File: src/rtl/pipeline_ctrl_pkg.sv
// Shared constants for the pipeline stall sequencer: per-stage stall vectors
// and the FSM state encoding shown on the debug LEDs.
package pipeline_ctrl_pkg;

    // Bit order: [0]=PC, [1]=IF/ID, [2]=ID/EX, [3]=EX/MEM, [4]=MEM/WB, [5]=WB
    localparam logic [5:0] STALL_NONE = 6'b000000;
    localparam logic [5:0] STALL_ID   = 6'b000111;
    localparam logic [5:0] STALL_MEM  = 6'b011111;
    localparam logic [5:0] STALL_ALL  = 6'b111111;

    typedef enum logic [1:0] {
        PCTL_RUN   = 2'd0,
        PCTL_MWAIT = 2'd1,
        PCTL_HALT  = 2'd2,
        PCTL_STEP  = 2'd3
    } state_t;

endpackage

File: src/rtl/pulse_sync.sv
// Two-flop synchroniser plus rising-edge detector; emits a one-cycle pulse
// for each press of an asynchronous button, however long it is held.
module pulse_sync (
    input  logic clk,
    input  logic rst,
    input  logic din,
    output logic pulse
);

    // sync[0..1] are the metastability flops, sync[2] holds the previous sample
    logic [2:0] sync;

    always_ff @(posedge clk) begin
        if (rst) sync <= 3'b000;
        else     sync <= {sync[1:0], din};
    end

    assign pulse = sync[1] & ~sync[2];

endmodule

File: src/rtl/pipeline_ctrl.sv
// Central stall sequencer: merges load-use stalls, slow-I/O wait states and
// single-step debug into one per-stage hold vector for the 5-stage pipeline.
module pipeline_ctrl
    import pipeline_ctrl_pkg::*;
#(
    parameter int MEM_WAIT   = 2,
    parameter int STEP_CNT_W = 16
) (
    input  logic                  clk,
    input  logic                  rst,
    input  logic                  id_stall_req,
    input  logic                  mem_req,
    input  logic                  mem_slow,
    input  logic                  branch_flag,
    input  logic                  step_mode,
    input  logic                  step_btn,
    output logic [5:0]            stall,
    output logic                  ex_bubble,
    output logic                  wb_bubble,
    output logic                  branch_take,
    output logic                  mem_ack,
    output logic [STEP_CNT_W-1:0] step_cnt,
    output logic [1:0]            state
);

    localparam logic [3:0] WAIT_LOAD = (MEM_WAIT > 0) ? 4'(MEM_WAIT - 1) : 4'd0;
    localparam logic [STEP_CNT_W-1:0] CNT_ONE = {{(STEP_CNT_W-1){1'b0}}, 1'b1};

    state_t                state_q, state_n;
    logic [3:0]            cnt_q, cnt_n;
    logic                  step_pend_q, step_pend_n;
    logic [STEP_CNT_W-1:0] step_cnt_q;
    logic                  step_inc;
    logic                  step_pulse;
    logic                  slow;
    logic [5:0]            stall_c;
    logic                  ex_bubble_c, wb_bubble_c, mem_ack_c;

    pulse_sync u_step_sync (
        .clk   (clk),
        .rst   (rst),
        .din   (step_btn),
        .pulse (step_pulse)
    );

    assign slow = mem_req & mem_slow;

    always_comb begin
        // NOTE: every signal gets a default before the case so no latch is inferred.
        stall_c     = STALL_NONE;
        ex_bubble_c = 1'b0;
        wb_bubble_c = 1'b0;
        mem_ack_c   = 1'b0;
        state_n     = state_q;
        cnt_n       = cnt_q;
        step_pend_n = step_pend_q;
        step_inc    = 1'b0;

        case (state_q)
            PCTL_RUN, PCTL_STEP: begin
                if (slow && (MEM_WAIT > 0)) begin
                    stall_c     = STALL_MEM;
                    wb_bubble_c = 1'b1;
                    cnt_n       = WAIT_LOAD;
                    state_n     = PCTL_MWAIT;
                    // A step that lands on a slow access is counted when it acks
                    step_pend_n = (state_q == PCTL_STEP);
                end else begin
                    mem_ack_c = slow;
                    if (state_q == PCTL_RUN && step_mode) begin
                        stall_c = STALL_ALL;
                        state_n = PCTL_HALT;
                    end else if (id_stall_req) begin
                        stall_c     = STALL_ID;
                        ex_bubble_c = 1'b1;
                    end
                    if (state_q == PCTL_STEP) begin
                        state_n  = PCTL_HALT;
                        step_inc = 1'b1;
                    end
                end
            end
            PCTL_MWAIT: begin
                if (cnt_q != 4'd0) begin
                    stall_c     = STALL_MEM;
                    wb_bubble_c = 1'b1;
                    cnt_n       = cnt_q - 4'd1;
                end else begin
                    mem_ack_c   = 1'b1;
                    if (id_stall_req) begin
                        stall_c     = STALL_ID;
                        ex_bubble_c = 1'b1;
                    end
                    state_n     = step_mode ? PCTL_HALT : PCTL_RUN;
                    step_inc    = step_pend_q;
                    step_pend_n = 1'b0;
                end
            end
            PCTL_HALT: begin
                stall_c = STALL_ALL;
                if (!step_mode)      state_n = PCTL_RUN;
                else if (step_pulse) state_n = PCTL_STEP;
            end
        endcase
    end

    always_ff @(posedge clk) begin
        if (rst) begin
            state_q     <= PCTL_RUN;
            cnt_q       <= 4'd0;
            step_pend_q <= 1'b0;
            step_cnt_q  <= '0;
        end else begin
            state_q     <= state_n;
            cnt_q       <= cnt_n;
            step_pend_q <= step_pend_n;
            if (step_inc) step_cnt_q <= step_cnt_q + CNT_ONE;
        end
    end

    // All outputs read zero while reset is held, aborting any wait without an ack
    assign stall       = rst ? STALL_NONE : stall_c;
    assign ex_bubble   = ~rst & ex_bubble_c;
    assign wb_bubble   = ~rst & wb_bubble_c;
    assign mem_ack     = ~rst & mem_ack_c;
    assign branch_take = ~rst & branch_flag & ~stall_c[2];
    assign step_cnt    = rst ? '0 : step_cnt_q;
    assign state       = rst ? 2'b00 : state_q;

endmodule

File: config.mk
export PLATFORM = sky130hd
export DESIGN_NAME = pipeline_ctrl
export DESIGN_NICKNAME = d
export VERILOG_FILES = /design/src/rtl/pipeline_ctrl_pkg.sv /design/src/rtl/pulse_sync.sv /design/src/rtl/pipeline_ctrl.sv
export SDC_FILE = /design/constraint.sdc
export NUM_CORES = 1
export LEC_CHECK = 0
export ABC_AREA = 1
export CORE_UTILIZATION = 24
export DETAILED_ROUTE_END_ITERATION = 6
export HOLD_SLACK_MARGIN = 0.08
export SYNTH_ARGS = -nofsm -noshare
export SYNTH_HDL_FRONTEND = slang
export SYNTH_HIERARCHICAL = 1
export SYNTH_SLANG_ARGS = --single-unit
File: constraint.sdc
create_clock -name clk -period 3.7 [get_ports clk]
set_input_delay 0.925 -clock clk [delete_from_list [all_inputs] [get_ports clk]]
set_output_delay 0.925 -clock clk [all_outputs]
set_load 0.01 [all_outputs]
Yosys cells after proc, flatten, opt, wreduce, memory -nomap -nowiden
Cells that the tools add are included.

word-level totals
  register bits after elaboration = 26
  bits of input ports = 8
  output and inout port bits = 28
  logic and storage cells = 69

operators by class
  add/subtract/negate cells = 2
  equal/unequal tests = 8
  multiplexer cells = 36
  bitwise operators = 10
  reductions and logical operators = 8

operators by type and width
  kind                                               number
  2-to-1 mux 6 bit                                   4
  one-hot mux 6 bit (3 select lines)                 1
  adder 16 x 1 -> 16 bit (second input constant)     1
  2-to-1 mux 16 bit                                  1
  2-to-1 mux 2 bit                                   8
  2-to-1 mux 1 bit                                   13
  AND reduction 3 bit                                3
  2-to-1 mux 4 bit                                   2
  one-hot mux 1 bit (2 select lines)                 4
  one-hot mux 4 bit (2 select lines)                 1
  bitwise AND 1 bit                                  7
  != test 2 bit (second input constant)              3
  one-hot mux 2 bit (3 select lines)                 1
  == test 2 bit (second input constant)              2
  != test 4 bit (second input constant)              1
  nonzero test 4 bit                                 1
  subtractor 4 x 1 -> 4 bit (second input constant)  1
  2-to-1 mux 3 bit                                   1
  != test 3 bit (second input constant)              1
  inverter 1 bit                                     3
  == test 2 x 1 -> 1 bit (second input constant)     1
  logical NOT 2 bit                                  1
  nonzero test 2 bit                                 1
  OR reduction 2 bit                                 1
  logical AND 1 bit                                  1

Longest topological paths before layout
  depth after elaboration = 7
  depth in mapped cells = 10
  depth with buffers taken out = 9

Modules after synthesis
The synthesis kept the hierarchy.

by module, submodules not included
  module         instances  cells each  area an instance (µm²)  sequential area each (µm²)
  pipeline_ctrl  1          271         1642.8                  460.4
  pulse_sync     1          10          86.3                    60.1

Least setup slack after synthesis
Ideal clock, no wire load.

  kind = in2out
  start point = input port mem_req
  end point = output port stall[1]
  data arrival time = 1.756 ns
  data required time = 2.775 ns
  path slack = 1.019 ns
  cell stages on the path = 7
  buffers on the path = 1
  cells stage by stage = nand2_1 > nand2_1 > inv_1 > nand2_1 > nand2_1 > a21oi_1 > buf_4

between the ends
  cells in the longest elaborated chain, start to end = 4

RTL lines
  item                                line                  source
  start: declaration                  pipeline_ctrl.sv:12   input logic mem_req,
  bitwise AND 1 bit                   pipeline_ctrl.sv:46   assign slow = mem_req & mem_slow;
  2-to-1 mux 6 bit                    pipeline_ctrl.sv:61   if (slow && (MEM_WAIT > 0)) begin
  one-hot mux 6 bit (3 select lines)  pipeline_ctrl.sv:59   case (state_q)
  2-to-1 mux 6 bit                    pipeline_ctrl.sv:122  assign stall = rst ? STALL_NONE : stall_c;
  end: declaration                    pipeline_ctrl.sv:17   output logic [5:0] stall,

Every way passes these cells.

Final worst setup path
Same ends and word-level chain as after synthesis.

==> key figures <==
Timing
  • Worst-Margin Slew: around 0.58 ns
  • Hold Worst Slack: about 0.42 ns
  • Final Cycle Share: around 95%
  • Tmin final: between 3 and 4 ns
  • Max-slew violations: 0
  • Fin. Hold Viols: 0
  • Final TNS setup: 0 ns
  • FMAX: 286 MHz
  • Slew headroom: between 60% and 70%
  • RSZ-0062 raised after global routing: false
  • Setup Skew: approximately 0.0066 ns
  • Final setup viols: 0

Worst setup path
  • Worst Setup Start Kind: input pin
  • CP Class: in -> out
  • CP bufs+invs: 3
  • CP most frequent cell: nand2_1
  • Critical Path AT: approximately 2.6 ns
  • CP endpoint kind: output pin
  • Slowest cell on crit path: clkdlybuf4s50_1
  • Largest delay contributor family on the critical path: buffers and inverters
  • CP max FO: 4
  • Crit path largest cell delay: approximately 0.56 ns
  • CP required: between 2 and 3 ns
  • Worst-path cell chain: clkdlybuf4s50_1 > nand2_1 > nand2_1 > inv_1 > nand2_1 > nand2_1 > a21oi_2 > clkdlybuf4s50_1

GRT
  • Initial antenna violation count: 0
  • Number of global-route vias before repair: approximately 1700
  • GRT Util Overall: 11.4%
  • First-pass GRT wire length: approximately 7000 µm
  • Largest net degree at the start of global routing: 35
  • GRT overflow: 0

Clocking
  • Clock sink total: 26
  • CTS tree: yes
  • CTS Root Cell: clkbuf_8
  • Clock Latency Late Sink: roughly 0.28 ns
  • CTS HTree Levels: 1
  • CTS Buf Count: 3
  • Hold-fix buffers, CTS: 0
  • Longest Clk Path Bufs: 2
  • Clk slew on worst S/H paths: 0.10 ns

Floorplan
  • Initial Util: between 20% and 30%
  • Die height: between 80 and 90 µm
  • Std cell rows: 30
  • IO Count: 36
  • Die ar.: 7550 µm²
  • Die width: slightly below 90 µm
  • Core Region: ~7000 µm²

Placed design
  • Dpl hpwl: between 3000 and 4000 µm
  • GP Congestion: ~0.85
  • Port-buffer cells: 35

Layout
  • Filler cells: between 700 and 800
  • Diode count: 0
  • Share of cells above drive strength 1: 7.07%
  • Area delta synth->final: 28.8%
  • Most frequent cells in the layout: 58 x nor2_1, 58 x nand2_1, 41 x inv_1
  • Final net count: ~330
  • Post-layout util: roughly 32%

Yosys
  • Post-Syn Area: 1730 µm²
  • Cells after Synth: approximately 280
  • Synth Warn #: 6
  • Synth cell types: 28
  • Post-synthesis area per instance: 6.15 µm²
  • FF+latch count, synth: 26
  • Sequential element share of the synthesized area: a little under a third
  • Syn Nets: slightly below 300

Detailed routing
  • DRT Wirelength: 3930 µm
  • Drt drc: 0
  • DR vias: about 1700
  • DRT iter0 DRCs: 97
  • Initial DRT Pass Iterations: 4
  • Antenna viol nets, final: 0
  • Vias/cell: 4.25
  • Post-DR wirelength/cell: a little under 10 µm

Pwr
  • VDD IR max: between 0.2 and 0.25 mV
  • LEAKAGE: about 0.00086 µW
  • Pwr per Cell Area: around 500 nW/µm²

Min path
  • HP Class: reg -> reg

Job
  • Maxcap violations: 0

Run status
  • Status: finished, final reports clean
report_power, final:
group | internal (µW) | total, µW | leakage [µW] | switching (µW)
Clock | 145 | 242 | 0.0000357 | 96.8
Sequential | 304 | 327 | 0.000211 | 22.2
Combinational | 210 | 525 | 0.000617 | 315
final timing paths:
check | startpoint | to | slack (ns) | depth (start not counted)
max | mem_req | stall[1] | 0.20 | 8
min | u_step_sync/sync[0] | u_step_sync/sync[1] | 0.42 | 2
max reg2reg | state_q[1] | step_cnt_q[1] | 1.78 | 8
min reg2reg | u_step_sync/sync[0] | u_step_sync/sync[1] | 0.42 | 2
registers in the layout (all words and copies together), names as in the netlist:
name              flops
state_q               2
step_pend_q           1
u_step_sync/sync      3
step_cnt_q           16
cnt_q                 4
metal layers:
layer	up-vias	share of wire [%]	global-route usage [%]
li1	932	-	-
met1	767	46	13.6
met2	27	50	20.7
met3	2	4.1	2.37
met4	0	0.59	2.73
met5	-	0	0
kinds of logic (layout without fill, tap and decap cells):
group	Yosys count	in the layout	synth area share, %
simple gates	158	158	38.9
compound gates	34	34	10.7
flops	26	26	30.1
buf+inv	53	83	13.5
fa+ha+maj	8	8	5.79
xor+xnor	2	2	1.01
worst reg2reg max path, stage by stage (launching register included):
cell and delay, ns:
dfxtp_1 0.35, inv_1 0.12, ha_1 0.33, nand4_1 0.15, nand2_2 0.41, nand2_1 0.15
or2_0 0.23, nand2_1 0.06, inv_1 0.03
repair_timing:
action                     CTS  global route
setup endpoints to repair    0             3
buffers inserted             0             0
resized for setup            0             1
cells in the mapped netlist:
cell / number / area (µm²)
a2111oi_0: 1 / 8.76
a21oi_1: 23 / 115
a21oi_2: 2 / 17.5
a31oi_1: 1 / 6.26
buf_1: 1 / 3.75
buf_2: 3 / 15.0
buf_4: 3 / 22.5
buf_6: 1 / 11.3
buf_8: 1 / 15.0
clkbuf_1: 2 / 7.51
dfxtp_1: 26 / 521
ha_1: 8 / 100
inv_1: 41 / 154
inv_2: 1 / 3.75
nand2_1: 58 / 218
nand2_2: 3 / 18.8
nand3_1: 24 / 120
nand3_2: 2 / 20.0
nand4_1: 2 / 12.5
nor2_1: 58 / 218
nor2_2: 6 / 37.5
nor2b_1: 1 / 6.26
nor3_1: 2 / 10.0
o21ai_0: 6 / 30.0
o31ai_1: 1 / 7.51
or2_0: 1 / 6.26
or2_2: 1 / 6.26
xor2_1: 2 / 17.5
layout make-up:
class                           count  area (µm²)  share of cell area [%]
Inverter                           42         158                    7.08
Tap cell                           96         120                    5.39
Clock buffer                        3        41.3                    1.85
Multi-Input combinational cell    202         980                    44.0
Clock inverter                      1        30.0                    1.35
Timing Repair Buffer               37         378                    17.0
Sequential cell                    26         520                    23.4
metrics by stage:
stage                     setup WS, ns  instance area, µm²  std cells  power, µW
after CTS                        0.127                2220        407       1100
after floorplan                   1.02                1730        281        698
final                            0.198                2230        407       1090
after global placement           0.133                2150        403        847
after global routing            0.0528                2230        407       1180
after detailed placement         0.131                2150        403        851
Power figures use the tool's default switching activity.
